--- src/rtl/avmm_mem_arbiter.sv ---
// avmm_mem_arbiter: round-robin share of one avmm_mem slave between N_MST
// Avalon-MM masters, one transaction in flight at a time.
//
// Ports:
//   clk, rst_n          clock, async active-low reset
//   m_address/m_read/m_write/m_writedata   packed per-master requests
//   m_waitrequest       low only for the granted master in its issue cycle
//   m_readdata          shared registered read data
//   m_readdatavalid     one-cycle pulse to the master that owns the read
//   s_address/s_read/s_write/s_writedata/s_readdata  avmm_mem side
module avmm_mem_arbiter #(
  parameter int N_MST    = 2,
  parameter int ADDR_W   = 8,
  parameter int DATA_W   = 32,
  parameter int READ_LAT = 1
) (
  input  logic                    clk,
  input  logic                    rst_n,
  input  logic [N_MST*ADDR_W-1:0] m_address,
  input  logic [N_MST-1:0]        m_read,
  input  logic [N_MST-1:0]        m_write,
  input  logic [N_MST*DATA_W-1:0] m_writedata,
  output logic [N_MST-1:0]        m_waitrequest,
  output logic [DATA_W-1:0]       m_readdata,
  output logic [N_MST-1:0]        m_readdatavalid,
  output logic [ADDR_W-1:0]       s_address,
  output logic                    s_read,
  output logic                    s_write,
  output logic [DATA_W-1:0]       s_writedata,
  input  logic [DATA_W-1:0]       s_readdata
);

  localparam int GW = (N_MST > 1) ? $clog2(N_MST) : 1;
  localparam int LW = (READ_LAT > 1) ? $clog2(READ_LAT) : 1;

  typedef enum logic [1:0] {
    IDLE,
    ISSUE,
    RWAIT,
    RDATA
  } state_t;

  state_t            state_q, state_d;
  logic [GW-1:0]     gnt_q, gnt_d;
  logic [GW-1:0]     ptr_q, ptr_d;
  logic [LW-1:0]     lat_q, lat_d;
  logic [DATA_W-1:0] rdata_q, rdata_d;

  logic [N_MST-1:0]  req;
  logic              found;
  logic [GW-1:0]     pick;
  logic [GW-1:0]     pick_nxt;

  logic [ADDR_W-1:0] addr_v [N_MST];
  logic [DATA_W-1:0] wd_v   [N_MST];

  for (genvar i = 0; i < N_MST; i++) begin : g_unpack
    assign addr_v[i] = m_address[i*ADDR_W +: ADDR_W];
    assign wd_v[i]   = m_writedata[i*DATA_W +: DATA_W];
  end

  assign req = m_read | m_write;

  // First requester at or above rr_ptr, wrapping to 0.
  always_comb begin : rr_pick
    int idx;
    int nxt;
    idx      = 0;
    nxt      = 0;
    found    = 1'b0;
    pick     = '0;
    pick_nxt = '0;
    for (int i = 0; i < N_MST; i++) begin
      idx = int'(ptr_q) + i;
      if (idx >= N_MST) idx = idx - N_MST;
      if (!found && req[idx]) begin
        found = 1'b1;
        pick  = GW'(idx);
      end
    end
    nxt = int'(pick) + 1;
    if (nxt >= N_MST) nxt = 0;
    pick_nxt = GW'(nxt);
  end

  logic g_wr;
  logic g_rd;

  // Write wins when a master raises both strobes.
  assign g_wr = m_write[gnt_q];
  assign g_rd = m_read[gnt_q] & ~m_write[gnt_q];

  always_comb begin
    state_d         = state_q;
    gnt_d           = gnt_q;
    ptr_d           = ptr_q;
    lat_d           = lat_q;
    rdata_d         = rdata_q;
    m_waitrequest   = '1;
    m_readdatavalid = '0;
    s_address       = '0;
    s_writedata     = '0;
    s_read          = 1'b0;
    s_write         = 1'b0;
    unique case (state_q)
      IDLE: begin
        if (found) begin
          gnt_d   = pick;
          ptr_d   = pick_nxt;
          state_d = ISSUE;
        end
      end
      ISSUE: begin
        m_waitrequest[gnt_q] = 1'b0;
        s_address   = addr_v[gnt_q];
        s_writedata = wd_v[gnt_q];
        s_write     = g_wr;
        s_read      = g_rd;
        if (g_rd) begin
          lat_d   = LW'(READ_LAT - 1);
          state_d = RWAIT;
        end else begin
          state_d = IDLE;
        end
      end
      RWAIT: begin
        if (lat_q == '0) begin
          rdata_d = s_readdata;
          state_d = RDATA;
        end else begin
          lat_d = lat_q - 1'b1;
        end
      end
      RDATA: begin
        m_readdatavalid[gnt_q] = 1'b1;
        state_d = IDLE;
      end
      default: state_d = IDLE;
    endcase
  end

  always_ff @(posedge clk or negedge rst_n) begin
    if (!rst_n) begin
      state_q <= IDLE;
      gnt_q   <= '0;
      ptr_q   <= '0;
      lat_q   <= '0;
      rdata_q <= '0;
    end else begin
      state_q <= state_d;
      gnt_q   <= gnt_d;
      ptr_q   <= ptr_d;
      lat_q   <= lat_d;
      rdata_q <= rdata_d;
    end
  end

  assign m_readdata = rdata_q;

  // Flags a master that presents read and write together when granted.
  a_rd_wr_excl : assert property (
    @(posedge clk) disable iff (!rst_n)
    (state_q == ISSUE) |-> !(m_read[gnt_q] && m_write[gnt_q])
  ) else $warning("avmm_mem_arbiter: read and write both set on granted master");

endmodule

--- config.mk ---
export PLATFORM = sky130hd
export DESIGN_NAME = avmm_mem_arbiter
export DESIGN_NICKNAME = d
export VERILOG_FILES = /design/src/rtl/avmm_mem_arbiter.sv
export SDC_FILE = /design/constraint.sdc
export NUM_CORES = 1
export LEC_CHECK = 0
export ABC_AREA = 1
export BUFFER_PORTS_ARGS = -buffer_cell sky130_fd_sc_hd__buf_4
export CAP_MARGIN = 15
export CORE_MARGIN = 2
export CORE_UTILIZATION = 39
export CTS_BUF_LIST = sky130_fd_sc_hd__clkbuf_2 sky130_fd_sc_hd__clkbuf_4 sky130_fd_sc_hd__clkbuf_8
export CTS_CLUSTER_SIZE = 20
export DETAILED_ROUTE_END_ITERATION = 8
export PLACE_DENSITY_LB_ADDON = 0.3
export SYNTH_ARGS = -nofsm -noshare
export SYNTH_HDL_FRONTEND = slang
export SYNTH_SLANG_ARGS = --single-unit
--- constraint.sdc ---
create_clock -name clk -period 1.4 [get_ports clk]
set_input_delay 0.21 -clock clk [delete_from_list [all_inputs] [get_ports clk]]
set_output_delay 0.21 -clock clk [all_outputs]
set_load 0.01 [all_outputs]
* Word-level counts from Yosys, hierarchy flattened
Index checks and enable logic that the tools add are counted.
** Storage, ports and cells
- Output and inout port bits :: 78
- Input bits :: 118
- Flip-flop bits (word level) :: 37
- Word-level logic and storage cells :: 77
** Cells by class
- Order comparisons :: 8
- Multiplexer cells :: 38
- Reductions and logical operators :: 9
- Bitwise logic cells :: 6
- $add $sub $neg :: 5
- Equality and inequality tests :: 6
** Operators by type and width (count)
- 32-bit 2-to-1 mux :: 6
- 32-bit by 3-bit < comparator with 1-bit output, second input constant :: 2
- 8-bit 2-to-1 mux :: 4
- 1-bit 2-to-1 mux :: 20
- 2-bit 2-to-1 mux :: 5
- 2-bit one-hot mux with 4 select lines :: 1
- 2-bit AND reduction :: 4
- 2-bit greater-or-equal comparator, second input constant :: 3
- 2-bit != test, second input constant :: 3
- 1-bit by 1-bit adder with 2-bit output, second input constant :: 2
- 2-bit equality test, second input constant :: 2
- 1-bit by 2-bit subtractor with 3-bit output, second input constant :: 1
- 2-bit by 2-bit subtractor with 3-bit output, second input constant :: 1
- 2-bit by 1-bit equality test with 1-bit output, second input constant :: 1
- 1-bit by 2-bit greater-or-equal comparator with 1-bit output, second input constant :: 1
- 1-bit logical AND :: 2
- 2-bit zero test :: 1
- 1-bit by 2-bit < comparator with 1-bit output, second input constant :: 1
- 1-bit inverter :: 2
- 1-bit inverter with 2-bit output :: 1
- 2-bit inverter :: 1
- 2-bit bitwise OR :: 1
- 1-bit one-hot mux with 2 select lines :: 1
- 2-bit nonzero test :: 1
- other kinds (5) :: 5

* Logic depth before layout (Yosys ltp)
Gate-level depths: netlist of the first run.
- Depth after elaboration :: 12
- Mapped depth :: 5
- Gate-level depth less buffers :: 5

* Least setup slack after synthesis of the first run
Ideal clock, no wire load.
- Path kind :: register to output
- Start :: register gnt_q
- End :: output m_readdatavalid[0]
- Path buffers :: 2
- Cell stages (with the launch flop) :: 4
- Path slack :: 199 ps
- Arrival time :: 991 ps
- Data required time :: 1190 ps
- Path through :: dfrtp_1 > buf_4 > buf_2 > nor3_1
** On the way
- Longest elaborated chain between the ends :: 5
- Elaborated cells between the ends (all ways) :: 6
- Those cells by class :: order compare (2); mux (3); reduce/logical (1)
** RTL lines
- from (decl) :: RTL line 44 : logic [GW-1:0] gnt_q, gnt_d;
- from (signal assigned) :: RTL line 151 : gnt_q <= gnt_d;
- 1-bit by 2-bit < comparator with 1-bit output (not written as such) / 1-bit greater-or-equal comparator (equally long branches) :: RTL line 135 : m_readdatavalid[gnt_q] = 1'b1;
- 1-bit logical AND (not written as such) :: RTL line 135
- 1-bit 2-to-1 mux (not written as such) :: RTL line 135
- 1-bit demux with 1-bit select (*) :: RTL line 135
- 2-bit 2-to-1 mux (*) :: RTL line 105 : unique case (state_q)
- to (decl) :: RTL line 25 : output logic [N_MST-1:0] m_readdatavalid,
Mark *: on every way between the ends. The rest lies on a longest branch, timed or not.

* Worst setup path in the final report of the first run
- Start :: register gnt_q
- End :: output s_writedata[15]
** On the way
- Longest elaborated chain between the ends :: 5
** RTL lines
- 1-bit inverter with 2-bit output (not written as such) :: RTL line 116 : s_writedata = wd_v[gnt_q];
- 32-bit 2-to-1 mux (not written as such) (3 in a row) :: RTL line 116
- 32-bit 2-to-1 mux :: RTL line 105
- to (decl) :: RTL line 29 : output logic [DATA_W-1:0] s_writedata,
No other way between the ends. The select of a mux whose other input is x is not followed.

==> results of run 1 <==
## critical path, stage by stage, from the launching register on
cell and delay, ns:
dfrtp_2 0.45, clkinv_4 0.11, buf_12 0.15, nand2_1 0.10
a21oi_2 0.17, buf_4 0.15
## area by class of cell
class / count / area, µm²
clock inverters: 1 / 5.00
clock buffers: 6 / 76.3
well taps: 72 / 90.1
fillers: 448 / 1480
inverters: 11 / 48.8
flip-flops and latches: 36 / 902
multi-input cells: 245 / 1230
repair buffers: 213 / 1740
## worst max path at each step
stage,from,end,depth (start not counted)
6_report,gnt_q,s_writedata[15],5
2_1_floorplan,gnt_q,m_readdatavalid[0],3
3_5_place_dp,gnt_q,s_writedata[12],4
4_1_cts,gnt_q,s_writedata[23],5
3_3_place_gp,gnt_q,s_writedata[7],4
5_1_grt,gnt_q,s_writedata[15],5
## per-stage QoR
stage          TNS [ns]  setup slack [ns]  total power, µW  cells
3_3_place_gp          0            0.0569             6900    569
4_1_cts           -5.81            -0.174             8160    583
6_report          -6.54            -0.220             8310    584
5_1_grt           -8.77            -0.256             8870    584
3_5_place_dp          0            0.0426             7020    569
2_1_floorplan         0             0.199             4650    315
## synthesized netlist by cell type (all sizes together)
cell    count
clkinv      1
dfrtp      36
inv        10
nand2     160
o21ai       1
o21bai      2
nor3        2
nand3      34
a21oi      40
buf        23
nor2        6
## logic make-up (layout without fill, tap and decap cells)
group | count (synthesis) | in the layout
flops | 36 | 36
buf+inv | 34 | 231
compound gates | 43 | 43
simple gates | 202 | 202
## metal layers
layer  global-route usage [%]  up-vias  part of all wire [%]  wire [µm]
li1                         -     1384                     -          -
met1                     29.9     1324                    39       3290
met2                     43.0      118                    49       4150
met3                     7.53       20                   8.8        742
met4                     10.2        0                   3.2        273
met5                        0        -                     0          0
## power by group
| part | leakage [µW] | switching (µW) | internal (µW) | total, µW |
|---|---|---|---|---|
| clock network | 0.0000445 | 348 | 357 | 705 |
| logic | 0.00173 | 3000 | 2720 | 5720 |
| registers | 0.000443 | 334 | 1550 | 1890 |
| total | 0.00221 | 3680 | 4630 | 8310 |
## flip-flops by register name, indices dropped and copies added, names as in the netlist, named ones only
register	cells
gnt_q	1
m_readdata	32
state_q	1
## timing repair
action / in CTS / in global routing
buffers inserted: 4 / 0
gates resized for setup: 15 / 11
endpoints found under the setup margin: 45 / 78
pin swaps: 1 / 2
hold endpoints to repair: 36 / 0
hold buffers: 1 / 0
gates cloned: 2 / 1
==> reports/metrics.csv, run 1 <==
metric,value,unit
maximum root-to-sink buffer count,2,
ratio of cells with drive above 1 in the final layout,53.5,%
R2R depth,6,
Clock Root Buffer,clkbuf_8,
post-synth top area share,39.7,%
final instance area,4090,µm²
clock slew at reported path FFs,0.07,ns
hold worst-path end,m_readdata[13],
Die Span Y,80.3,µm
sequential area share after synthesis,39.7,%
multiplexer area fraction after synthesis,0,%
worst slew pin tran,0.448,ns
Syn Inst Count,315,
f_max,617,MHz
r2r startpoint,state_q[0],
GRT overflow,0,
RR Endpoint,m_readdata[25],
Compound-Gate Fraction of Synth Area,16.2,%
Final period util,116,%
dpl hpwl,6200,µm
Worst Path Required,1.19,ns
Min Hold Slack,0.151,ns
DRT Wirelength,8450,µm
Yosys cell types,18,
"Min Clock Period, post-route",1.62,ns
DP Area,3800,µm²
WL/cell,14.5,µm
Yosys top cell by area,dfrtp_1,
Post-Synth XOR/XNOR Area,0,%
Vias per Instance,4.87,
Critical Path Sink Type,output pin,
final RePlAce weighted congestion,0.784,
"commonest non-fill, non-tap cells in the layout","buf_4, nand2_1, a21oi_2, dfrtp_1, nand3_1",
Yosys reg bits,36,
worst reg2reg setup slack,0.15,ns
core area,5570,µm²
largest net degree at the start of global routing,37,
main combinational cell family by area after synthesis,simple AND/OR/NAND/NOR gates,
Final Util,73.4,%
width of the die,80.3,µm
Max VDD drop,0.00123,V
drt initial violations,90,
Hold WC Path Type,primary input to flip-flop,
Port-buffer cells,195,
unrepaired setup endpoints after global routing,true,
CTS tree,yes,
drt first pass iters,6,
CP max FO,15,
Total GRT Usage,25.3,%
failing checks,setup timing,
Area Overhead vs Synth,80.3,%
Final setup viols,46,
Worst-Skew Late Latency,0.28,ns
H-tree Lvls,2,
vias in the first global route,2613,
PD cells,2030,nW/µm²
synth top area cells,"dfrtp_1, nand2_1, a21oi_2, nand3_1, buf_2",
vias,2846,
Starting Density,40.7,%
Simple-Gate Fraction of Synth Area,35.9,%
YS warnings,0,
leakage,0.00221,µW
WP data arrival,1.41,ns
Num CTS Buffers,5,
worst setup margin,-0.220,ns
"commonest non-fill, non-tap cell in the layout",buf_4,
status,"finished, violations left",
final clock skew,0.00560,ns
Synth Area in Adders,0,%
hold_sp,s_readdata[13],
ANT nets after route,0,
Mean Syn Cell Area,7.21,µm²
Setup CP Type,flip-flop to output pin,
syn nets,433,
hold path depth,3,
DRC viols,0,
Sink Count,36,
max_slew headroom,70.2,%
CP Launch Type,flip-flop,
Rows,27,
initial antenna violation count,0,
num ports,196,
count of final hold-check violations,0,
Diodes inserted,0,
die area,6450,µm²
Max Cap Violations,0,
nets,630,
synthesized area,2270,µm²
global-route wire length before repair,12800,µm
Final Slew Violations,0,
Note: power is estimated with default switching activity, not from simulation.
==> inputs of run 2 (changes only) <==
REMOVE_ABC_BUFFERS = 1   (was unset)
==> run 2 against run 1 <==
The flow still finishes with violations (setup timing). Maximum frequency up 2.6%. Critical path depth up 2. Design area up 4.0%. Via count up 3.0%. Sequential power about the same. Global-route usage down 0.82 points.
==> reports/metrics.csv, run 2 (synthesis results as in run 1) <==
metric,value,unit,change
DRC viols,0,,unchanged
clock slew at reported path FFs,0.07,ns,about the same
Max Cap Violations,0,,unchanged
area taken by multi-input logic gates,1290,µm²,+5.3%
DRT Wirelength,8790,µm,+4.1%
crit path cell chain,clkinv_4 > buf_6 > nand2_4 > nand2_4 > nand3_2 > inv_2 > buf_6,,
final instance area,4260,µm²,+4.0%
final setup TNS,-6.73,ns,-0.184 ns
Diodes inserted,0,,unchanged
Final period util,113,%,-2.9 points
PD cells,2030,nW/µm²,+0.15%
"commonest non-fill, non-tap cell in the layout",buf_4,,
setup slack at placement,0.0495,ns,+0.00696 ns
f_max,633,MHz,+2.6%
Final setup viols,46,,unchanged
Worst Path Required,1.19,ns,about the same
DP Area,3810,µm²,+0.26%
initial antenna violation count,0,,unchanged
ANT nets after route,0,,unchanged
drt initial violations,159,,+77%
CTS tree,yes,,
"Min Clock Period, post-route",1.58,ns,-0.0411 ns
core area,5570,µm²,unchanged
unrepaired setup endpoints after global routing,true,,
worst setup margin,-0.179,ns,+0.0411 ns
final RePlAce weighted congestion,0.912,,+16%
Port-buffer cells,195,,unchanged
WP data arrival,1.37,ns,-0.04 ns
critical path's top delay family,buffers and inverters,,
worst slew pin tran,0.439,ns,-0.00882 ns
maximum root-to-sink buffer count,2,,unchanged
Die Span Y,80.3,µm,unchanged
max_slew headroom,70.7,%,+0.59 points
count of final hold-check violations,0,,unchanged
num ports,196,,unchanged
leakage,0.00230,µW,+4.0%
Starting Density,40.7,%,unchanged
max reg flops,32,,unchanged
Vias per Instance,4.95,,+1.6%
Num CTS Buffers,5,,unchanged
final clock skew,0.00784,ns,+0.00224 ns
GRT overflow,0,,unchanged
vias in the first global route,2702,,+3.4%
CP Launch Type,flip-flop,,
critical path's slowest cell,dfrtp_2,,
Critical Path Sink Type,output pin,,
largest net degree at the start of global routing,37,,unchanged
Final Slew Violations,0,,unchanged
fin cells,592,,+1.4%
Hold WC Path Type,primary input to flip-flop,,
ratio of cells with drive above 1 in the final layout,56.7,%,+3.2 points
Total GRT Usage,24.5,%,-0.82 points
Area Overhead vs Synth,87.6,%,
Cells after DPL,572,,+0.53%
Max VDD drop,0.00103,V,-16%
WP buf/inv,4,,+1
global-route wire length before repair,12400,µm,-3.1%
"commonest non-fill, non-tap cells in the layout","buf_4, nand2_1, a21oi_2, dfrtp_1, nand3_1",,
drt first pass iters,4,,-2
dpl hpwl,6130,µm,-1.0%
Clock Root Buffer,clkbuf_8,,
Setup CP Type,flip-flop to output pin,,
nets,638,,+1.3%
Worst-Skew Late Latency,0.28,ns,about the same
status,"finished, violations left",,
Rows,27,,unchanged
Slowest Stage Delay on Critical Path,0.44,ns,about the same
failing checks,setup timing,,
vias,2932,,+3.0%
die area,6450,µm²,unchanged
Register Area,902,µm²,unchanged
fill cell count,415,,-7.4%
width of the die,80.3,µm,unchanged
CP max FO,7,,-8
Sink Count,36,,unchanged
WL/cell,14.8,µm,+2.7%
H-tree Lvls,2,,unchanged
==> run 2: per-layer routing <==
layer	routed length, µm	up-vias	track usage [%]
met5	0	-	0
met4	209	0	7.46
met3	695	19	6.29
met2	4550	155	43.8
met1	3340	1342	28.7
li1	-	1416	-
==> run 2: final timing paths <==
check | from | to | slack (ns) | cells after the start
min in group asynchronous | rst_n | m_readdata[27] | 0.42 | 2
max | gnt_q | s_read | -0.18 | 7
max reg2reg | state_q[0] | m_readdata[10] | 0.08 | 6
max in group asynchronous | rst_n | gnt_q | 0.64 | 2
min reg2reg | m_readdata[20] | m_readdata[20] | 0.47 | 2
min | s_readdata[20] | m_readdata[20] | 0.16 | 3
==> run 2: through the flow <==
| stage | hold slack, ns | utilization [%] | total power, µW |
|---|---|---|---|
| finish | 0.160 | 76.4 | 8660 |
| global route | 0.156 | 76.4 | 9260 |
| CTS | 0.156 | 72.3 | 8080 |
| detailed placement | 0.190 | 68.4 | 6980 |
| global placement | 0.190 | 68.4 | 6840 |
| floorplan | -0.0856 | - | 4320 |
==> run 2: layout make-up <==
class                   count  area share, %
repair buffers            221           43.3
multi-input cells         245           30.3
flip-flops and latches     36           21.2
well taps                  72           2.12
clock buffers               6           1.79
inverters                  11           1.15
clock inverters             1          0.118
==> run 2: report_power, final <==
part | switching, µW | total (µW) | internal [µW]
Clock | 333 | 691 | 357
Combinational | 3140 | 6110 | 2960
Sequential | 307 | 1860 | 1550
Total | 3790 | 8660 | 4870
==> run 2: timing repair <==
item	4_1_cts	5_1_grt
setup buffers	4	2
setup endpoints to repair	46	47
resized for setup	14	33
cloned	2	4
pin swaps	1	16
hold endpoints to repair	36	0
hold buffers	1	0
==> run 2: worst min-delay path, delay by kind of cell <==
family | cells | cell delay [ns]
and+or+nand+nor | 2 | 0.12
buffers and inverters | 1 | 0.08
